[config.mk]
export PLATFORM = sky130hd
export DESIGN_NAME = rename_map_table_flat
export DESIGN_NICKNAME = d
export VERILOG_FILES = /design/src/rtl/rename_map_table_pkg.sv /design/src/rtl/rename_map_table_if.sv /design/src/rtl/rename_alloc_fsm.sv /design/src/rtl/rename_map_table.sv /design/src/flat_wrapper.sv
export SDC_FILE = /design/constraint.sdc
export NUM_CORES = 1
export LEC_CHECK = 0
export BUFFER_PORTS_ARGS = -buffer_cell sky130_fd_sc_hd__buf_2
export CAP_MARGIN = 20
export CORE_MARGIN = 10
export CORE_UTILIZATION = 48
export DETAILED_ROUTE_END_ITERATION = 10
export RECOVER_POWER = 100
export SYNTH_ARGS = -nofsm -noshare
export SYNTH_HDL_FRONTEND = slang
export SYNTH_SLANG_ARGS = --single-unit
[constraint.sdc]
create_clock -name CLK -period 2.7 [get_ports CLK]
set_clock_uncertainty 0.05 [all_clocks]
set_input_delay 0.27 -clock CLK [delete_from_list [all_inputs] [get_ports CLK]]
set_output_delay 0.27 -clock CLK [all_outputs]
set_load 0.1 [all_outputs]
[src/rtl/rename_map_table_pkg.sv]
// Shared widths and allocator state encoding for the rename stage and the
// physical-register free list.
package rename_map_table_pkg;
    localparam int NUM_ARCH_REGS = 32;
    localparam int NUM_PHYS_REGS = 64;
    localparam int LOG_ARCH      = $clog2(NUM_ARCH_REGS);
    localparam int LOG_PHYS      = $clog2(NUM_PHYS_REGS);

    typedef logic [LOG_ARCH-1:0] arch_t;
    typedef logic [LOG_PHYS-1:0] phys_t;

    localparam logic [1:0] ST_NEED    = 2'd0;
    localparam logic [1:0] ST_PENDING = 2'd1;
    localparam logic [1:0] ST_HAVE    = 2'd2;
endpackage

[src/rtl/rename_map_table_if.sv]
// Rename-stage signal bundle: decode handshake, free-list dequeue, renamed
// output handshake, commit and flush.
interface rename_map_table_if;
    import rename_map_table_pkg::*;

    logic  Valid_IN;
    logic  Ready_OUT;
    arch_t SrcA_IN;
    arch_t SrcB_IN;
    arch_t Dest_IN;
    logic  HasDest_IN;
    logic  FreeDequeue_OUT;
    logic  FreeValid_IN;
    phys_t FreeReg_IN;
    logic  Valid_OUT;
    logic  Ready_IN;
    phys_t PhysSrcA_OUT;
    phys_t PhysSrcB_OUT;
    phys_t PhysDest_OUT;
    phys_t OldPhysDest_OUT;
    logic  HasDest_OUT;
    logic  Commit_IN;
    arch_t CommitArch_IN;
    phys_t CommitPhys_IN;
    logic  Flush_IN;

    modport slave (
        input  Valid_IN, SrcA_IN, SrcB_IN, Dest_IN, HasDest_IN,
        input  FreeValid_IN, FreeReg_IN, Ready_IN,
        input  Commit_IN, CommitArch_IN, CommitPhys_IN, Flush_IN,
        output Ready_OUT, FreeDequeue_OUT, Valid_OUT,
        output PhysSrcA_OUT, PhysSrcB_OUT, PhysDest_OUT, OldPhysDest_OUT, HasDest_OUT
    );

    modport master (
        output Valid_IN, SrcA_IN, SrcB_IN, Dest_IN, HasDest_IN,
        output FreeValid_IN, FreeReg_IN, Ready_IN,
        output Commit_IN, CommitArch_IN, CommitPhys_IN, Flush_IN,
        input  Ready_OUT, FreeDequeue_OUT, Valid_OUT,
        input  PhysSrcA_OUT, PhysSrcB_OUT, PhysDest_OUT, OldPhysDest_OUT, HasDest_OUT
    );
endinterface

[src/rtl/rename_alloc_fsm.sv]
// Free-list dequeue handshake plus the staged destination register.
// state   | meaning
// NEED    | request one register from the free list this cycle
// PENDING | wait for the registered dequeue response; retry if empty
// HAVE    | staged register valid, waiting to be consumed by a rename
module rename_alloc_fsm
    import rename_map_table_pkg::*;
(
    input  logic  CLK,
    input  logic  RESET,
    input  logic  FreeValid_IN,
    input  phys_t FreeReg_IN,
    input  logic  Consume_IN,
    output logic  FreeDequeue_OUT,
    output logic  Have_OUT,
    output phys_t Staged_OUT,
    output logic  Running_OUT
);
    logic [1:0] state;
    logic       running;

    // running keeps every output low while reset is asserted
    always_ff @(posedge CLK or negedge RESET) begin
        if (!RESET) begin
            state      <= ST_NEED;
            Staged_OUT <= '0;
            running    <= 1'b0;
        end else begin
            running <= 1'b1;
            case (state)
                ST_NEED:    if (running) state <= ST_PENDING;
                ST_PENDING: begin
                    if (FreeValid_IN) begin
                        Staged_OUT <= FreeReg_IN;
                        state      <= ST_HAVE;
                    end else begin
                        state <= ST_NEED;
                    end
                end
                ST_HAVE:    if (Consume_IN) state <= ST_NEED;
                default:    state <= ST_NEED;
            endcase
        end
    end

    assign FreeDequeue_OUT = running && (state == ST_NEED);
    assign Have_OUT        = (state == ST_HAVE);
    assign Running_OUT     = running;
endmodule

[src/rtl/rename_map_table.sv]
// Rename stage: speculative and retirement maps, one rename per cycle.
// Optional macro ZERO_REG_EN pins arch reg 0 to phys reg 0.
module rename_map_table
    import rename_map_table_pkg::*;
(
    input logic               CLK,
    input logic               RESET,
    rename_map_table_if.slave rif
);
    phys_t spec_map [NUM_ARCH_REGS];
    phys_t ret_map  [NUM_ARCH_REGS];

    logic  has_dest, commit_en, fire, have, running;
    phys_t staged;
    logic  valid_q, has_dest_q;
    phys_t src_a_q, src_b_q, dest_q, old_dest_q;

`ifdef ZERO_REG_EN
    assign has_dest  = rif.HasDest_IN && (rif.Dest_IN != '0);
    assign commit_en = rif.Commit_IN && (rif.CommitArch_IN != '0);
`else
    assign has_dest  = rif.HasDest_IN;
    assign commit_en = rif.Commit_IN;
`endif

    assign rif.Ready_OUT = running && !rif.Flush_IN && (!valid_q || rif.Ready_IN)
                           && (!has_dest || have);
    assign fire          = rif.Valid_IN && rif.Ready_OUT;

    rename_alloc_fsm u_alloc (
        .CLK             (CLK),
        .RESET           (RESET),
        .FreeValid_IN    (rif.FreeValid_IN),
        .FreeReg_IN      (rif.FreeReg_IN),
        .Consume_IN      (fire && has_dest),
        .FreeDequeue_OUT (rif.FreeDequeue_OUT),
        .Have_OUT        (have),
        .Staged_OUT      (staged),
        .Running_OUT     (running)
    );

    // flush copies the retirement map with this cycle's commit folded in
    always_ff @(posedge CLK or negedge RESET) begin
        if (!RESET) begin
            for (int i = 0; i < NUM_ARCH_REGS; i++) begin
                spec_map[i] <= phys_t'(i);
                ret_map[i]  <= phys_t'(i);
            end
        end else begin
            if (commit_en) ret_map[rif.CommitArch_IN] <= rif.CommitPhys_IN;
            if (rif.Flush_IN) begin
                for (int i = 0; i < NUM_ARCH_REGS; i++)
                    spec_map[i] <= (commit_en && rif.CommitArch_IN == arch_t'(i))
                                   ? rif.CommitPhys_IN : ret_map[i];
            end else if (fire && has_dest) begin
                spec_map[rif.Dest_IN] <= staged;
            end
        end
    end

    always_ff @(posedge CLK or negedge RESET) begin
        if (!RESET) begin
            valid_q    <= 1'b0;
            has_dest_q <= 1'b0;
            src_a_q    <= '0;
            src_b_q    <= '0;
            dest_q     <= '0;
            old_dest_q <= '0;
        end else if (rif.Flush_IN) begin
            valid_q <= 1'b0;
        end else if (fire) begin
            valid_q    <= 1'b1;
            has_dest_q <= has_dest;
            src_a_q    <= spec_map[rif.SrcA_IN];
            src_b_q    <= spec_map[rif.SrcB_IN];
            dest_q     <= has_dest ? staged : '0;
            old_dest_q <= has_dest ? spec_map[rif.Dest_IN] : '0;
        end else if (rif.Ready_IN) begin
            valid_q <= 1'b0;
        end
    end

    assign rif.Valid_OUT       = valid_q;
    assign rif.HasDest_OUT     = has_dest_q;
    assign rif.PhysSrcA_OUT    = src_a_q;
    assign rif.PhysSrcB_OUT    = src_b_q;
    assign rif.PhysDest_OUT    = dest_q;
    assign rif.OldPhysDest_OUT = old_dest_q;
endmodule

[src/flat_wrapper.sv]
// flat-port wrapper written by rule: the top's interface ports become plain ports
module rename_map_table_flat import rename_map_table_pkg::*;
  (CLK, RESET, rif_Valid_IN, rif_SrcA_IN, rif_SrcB_IN, rif_Dest_IN, rif_HasDest_IN, rif_FreeValid_IN, rif_FreeReg_IN, rif_Ready_IN, rif_Commit_IN, rif_CommitArch_IN, rif_CommitPhys_IN, rif_Flush_IN, rif_Ready_OUT, rif_FreeDequeue_OUT, rif_Valid_OUT, rif_PhysSrcA_OUT, rif_PhysSrcB_OUT, rif_PhysDest_OUT, rif_OldPhysDest_OUT, rif_HasDest_OUT);
  rename_map_table_if rif_i ();
  input logic CLK;
  input logic RESET;
  input wire logic [$bits(rif_i.Valid_IN)-1:0] rif_Valid_IN;
  input wire logic [$bits(rif_i.SrcA_IN)-1:0] rif_SrcA_IN;
  input wire logic [$bits(rif_i.SrcB_IN)-1:0] rif_SrcB_IN;
  input wire logic [$bits(rif_i.Dest_IN)-1:0] rif_Dest_IN;
  input wire logic [$bits(rif_i.HasDest_IN)-1:0] rif_HasDest_IN;
  input wire logic [$bits(rif_i.FreeValid_IN)-1:0] rif_FreeValid_IN;
  input wire logic [$bits(rif_i.FreeReg_IN)-1:0] rif_FreeReg_IN;
  input wire logic [$bits(rif_i.Ready_IN)-1:0] rif_Ready_IN;
  input wire logic [$bits(rif_i.Commit_IN)-1:0] rif_Commit_IN;
  input wire logic [$bits(rif_i.CommitArch_IN)-1:0] rif_CommitArch_IN;
  input wire logic [$bits(rif_i.CommitPhys_IN)-1:0] rif_CommitPhys_IN;
  input wire logic [$bits(rif_i.Flush_IN)-1:0] rif_Flush_IN;
  output wire logic [$bits(rif_i.Ready_OUT)-1:0] rif_Ready_OUT;
  output wire logic [$bits(rif_i.FreeDequeue_OUT)-1:0] rif_FreeDequeue_OUT;
  output wire logic [$bits(rif_i.Valid_OUT)-1:0] rif_Valid_OUT;
  output wire logic [$bits(rif_i.PhysSrcA_OUT)-1:0] rif_PhysSrcA_OUT;
  output wire logic [$bits(rif_i.PhysSrcB_OUT)-1:0] rif_PhysSrcB_OUT;
  output wire logic [$bits(rif_i.PhysDest_OUT)-1:0] rif_PhysDest_OUT;
  output wire logic [$bits(rif_i.OldPhysDest_OUT)-1:0] rif_OldPhysDest_OUT;
  output wire logic [$bits(rif_i.HasDest_OUT)-1:0] rif_HasDest_OUT;
  assign rif_i.Valid_IN = rif_Valid_IN;
  assign rif_i.SrcA_IN = rif_SrcA_IN;
  assign rif_i.SrcB_IN = rif_SrcB_IN;
  assign rif_i.Dest_IN = rif_Dest_IN;
  assign rif_i.HasDest_IN = rif_HasDest_IN;
  assign rif_i.FreeValid_IN = rif_FreeValid_IN;
  assign rif_i.FreeReg_IN = rif_FreeReg_IN;
  assign rif_i.Ready_IN = rif_Ready_IN;
  assign rif_i.Commit_IN = rif_Commit_IN;
  assign rif_i.CommitArch_IN = rif_CommitArch_IN;
  assign rif_i.CommitPhys_IN = rif_CommitPhys_IN;
  assign rif_i.Flush_IN = rif_Flush_IN;
  assign rif_Ready_OUT = rif_i.Ready_OUT;
  assign rif_FreeDequeue_OUT = rif_i.FreeDequeue_OUT;
  assign rif_Valid_OUT = rif_i.Valid_OUT;
  assign rif_PhysSrcA_OUT = rif_i.PhysSrcA_OUT;
  assign rif_PhysSrcB_OUT = rif_i.PhysSrcB_OUT;
  assign rif_PhysDest_OUT = rif_i.PhysDest_OUT;
  assign rif_OldPhysDest_OUT = rif_i.OldPhysDest_OUT;
  assign rif_HasDest_OUT = rif_i.HasDest_OUT;
  rename_map_table u_core (.CLK(CLK), .RESET(RESET), .rif(rif_i));
endmodule
==> results.cfg <==
[setup_path]
critical_path.max_stage_delay_ns = 0.73
crit_required_ns = 3.06
path_max_fanout = 7
cp_slowest_cell = nor2_1
cp.arrival_ns = 2.92
crit_path_cell_trace = and4b_1, nand3_1, nor2_1, mux2i_1, o21ai_0
path_class = register to register
end_kind = register
crit_path_start_kind = register

[worst_hold_path]
hold_class = input port to register

[floorplan]
dieArea_mm2 = 0.05650
num_io_pins = 68
die_w_um = 237.7
start_util_pct = 48.76
core-area_mm2 = 0.04665
die_y_um = 237.7
rows = 79

[final_layout]
utilization_pct = 54.69
drive_above_1_share_pct = 40.68
syn_to_final_growth_pct = 12.17
layout.nets = 1843
fillers = 3956

[global_routing]
grt_pass1_vias = 15900
grt.busiest_layer = met2
grt_usage_pct = 26.11
grt_overflow_total = 0
grt_pass1_wl_um = 109500
antenna_found_initial = 8
use_met3_pct = 5.554
grt_max_degree = 220
gr-usage-met1_pct = 36.77
use_met2_pct = 39.34

[outcome]
status = complete, no violations

[timing]
finalSetupViolCount = 0
period_needed_ns = 2.562
setup_ws_ns = 0.1376
post-route-period-util_pct = 94.90
rsz0062_at_grt = no
hold_slack_ns = 0.1275
hold_viol_final = 0
slew_headroom_pct = 2.160
drv_slew = 0
fin_setup_tns_ns = 0
max_freq_mhz = 390.3
worst_pin_slew_ns = 1.468

[power_and_ir_drop]
ir_drop_v = 0.0005922
powerDensity_mw_per_mm2 = 838.9
p_leak_uw = 0.01065

[drt]
ant_nets = 0
routedWlPerCell_um = 30.30
drt_iter0_markers = 1747
drcViolationCount = 0
wl_um = 74300
viasPerCell = 6.473
drtPass1Iterations = 5
vias = 15870

[clock_tree]
clk_latency_ns = 0.59
cts_buffers = 48
clk_pin_slew_ns = 0.06
cts_buffer_depth = 3
cts_root_buf = clkbuf_16
tritoncts = done
cts.sinks = 419
post-cts-setup-buffers = 0
h-tree-depth = 2

[synthesis]
syn-num-nets = 1777
ys_warn_count = 0
synthCells = 1737
synth_top_flop_cell = dfrtp_1
yosysUniqueCellTypes = 62
async_flop_share_pct = 100.0
syn_area_mm2 = 0.02275
synth_edf_count = 0
ys_seq_elements = 419
synth.avg_cell_area_um2 = 13.10
seq_area_frac_synth_pct = 46.97

[placement]
dp.final_hpwl_um = 51710
gp_congestion = 1.019
dp_slack_ns = 0.03677
io_buffers = 67

[job]
maxCapViolations = 0
-- through the flow --
step / area, µm² / total power [µW] / cells
6_report: 25520 / 21400 / 2452
3_3_place_gp: 24140 / 14960 / 2353
2_1_floorplan: 22760 / 12850 / 1737
3_5_place_dp: 24140 / 15110 / 2353
4_1_cts: 25740 / 21540 / 2448
5_1_grt: 25510 / 22210 / 2449
-- synth_stat cells (all sizes together), types with 10 or more instances --
master	number	area share (%)
a21oi	17	0.37
mux4	128	13
o21ai	123	2.7
nand2	160	2.6
dfstp	160	18
mux2	394	20
nand2b	12	0.40
dfrtp	259	28
o22ai	10	0.28
a22o	10	0.38
nor2b	15	0.41
nor2	46	0.86
nand3	14	0.31
mux2i	140	6.2
a22oi	15	0.50
buf	48	1.0
clkbuf	89	1.5
-- worst max-delay path, delay by kind of cell (launching register included) --
kind,cells,cell delay [ns]
flops,1,0.44
mux,1,0.25
simple gates,3,1.58
compound gates,1,0.08
-- registers in the layout (all words and copies together), names as in the netlist --
name,cells
u_core.ret_map,192
u_core.rif.HasDest_OUT,1
u_core.rif.OldPhysDest_OUT,6
u_core.rif.PhysDest_OUT,6
u_core.rif.PhysSrcA_OUT,6
u_core.rif.PhysSrcB_OUT,6
u_core.rif.Valid_OUT,1
u_core.spec_map,192
u_core.u_alloc.Running_OUT,1
u_core.u_alloc.Staged_OUT,6
u_core.u_alloc.state,2
-- cell families after synthesis --
family                 after synthesis  synth area share, %
AOI/OAI and AO/OA                  219                5.863
buffers and inverters              142                2.596
DFF                                419                46.97
muxes                              662                38.34
other                                1              0.01648
and+or+nand+nor                    294                6.215
-- cell type report --
type	instances	area, µm²	area share [%]
well taps	607	759.5	2.977
inverters	5	18.77	0.07355
clock inverters	10	112.6	0.4413
diodes	4	10.01	0.03923
repair buffers	153	1061	4.158
multi-input cells	1176	11440	44.85
clock buffers	78	1415	5.546
flip-flops and latches	419	10690	41.91
-- worst paths after layout --
check | cells after the start | to | slack, ns | start
max in group asynchronous | 3 | u_core.rif.Valid_OUT$_DFFE_PN0P_ | 0.41 | RESET
min reg2reg | 2 | u_core.rif.OldPhysDest_OUT[5]$_DFFE_PN0P_ | 0.42 | u_core.rif.OldPhysDest_OUT[5]$_DFFE_PN0P_
max | 5 | u_core.spec_map[5]$_DFFE_PN0P_ | 0.14 | u_core.u_alloc.state[0]$_DFFE_PN0P_
min | 3 | u_core.rif.PhysSrcA_OUT[4]$_DFFE_PN0P_ | 0.13 | rif_SrcA_IN[3]
min in group asynchronous | 2 | u_core.ret_map[182]$_DFFE_PN0P_ | 0.54 | RESET
max reg2reg | 5 | u_core.spec_map[5]$_DFFE_PN0P_ | 0.14 | u_core.u_alloc.state[0]$_DFFE_PN0P_
-- repair_timing --
| action | CTS | global route |
|---|---|---|
| hold buffers | 7 | 0 |
| endpoints found under the hold margin | 82 | 0 |
| gates resized for setup | 0 | 0 |
-- cell usage in the layout (no fill, tap or decap), types with 33 or more instances in the layout --
master     netlist  routed
mux4_2         128     128
clkbuf_1        89      69
nor2_1          37      44
mux2_2         386     275
nand2_1        160     160
o21ai_0        123     123
dfrtp_1        259     252
clkbuf_16        0      49
buf_4            3      42
mux2i_1        140     140
buf_2           25      33
dfstp_2        160     160
mux2_1           8     119
-- report_power, final --
part | internal [µW] | switching (µW)
registers | 7970 | 1860
logic | 2310 | 2870
clock network | 3770 | 2630
total | 14000 | 7360
-- layer usage --
metal,vias up,wire length (µm)
li1,6643,-
met3,132,5726
met2,661,33450
met1,8429,32810
met4,8,2265
met5,-,48
No activity file was read; power rests on OpenSTA's default activity.
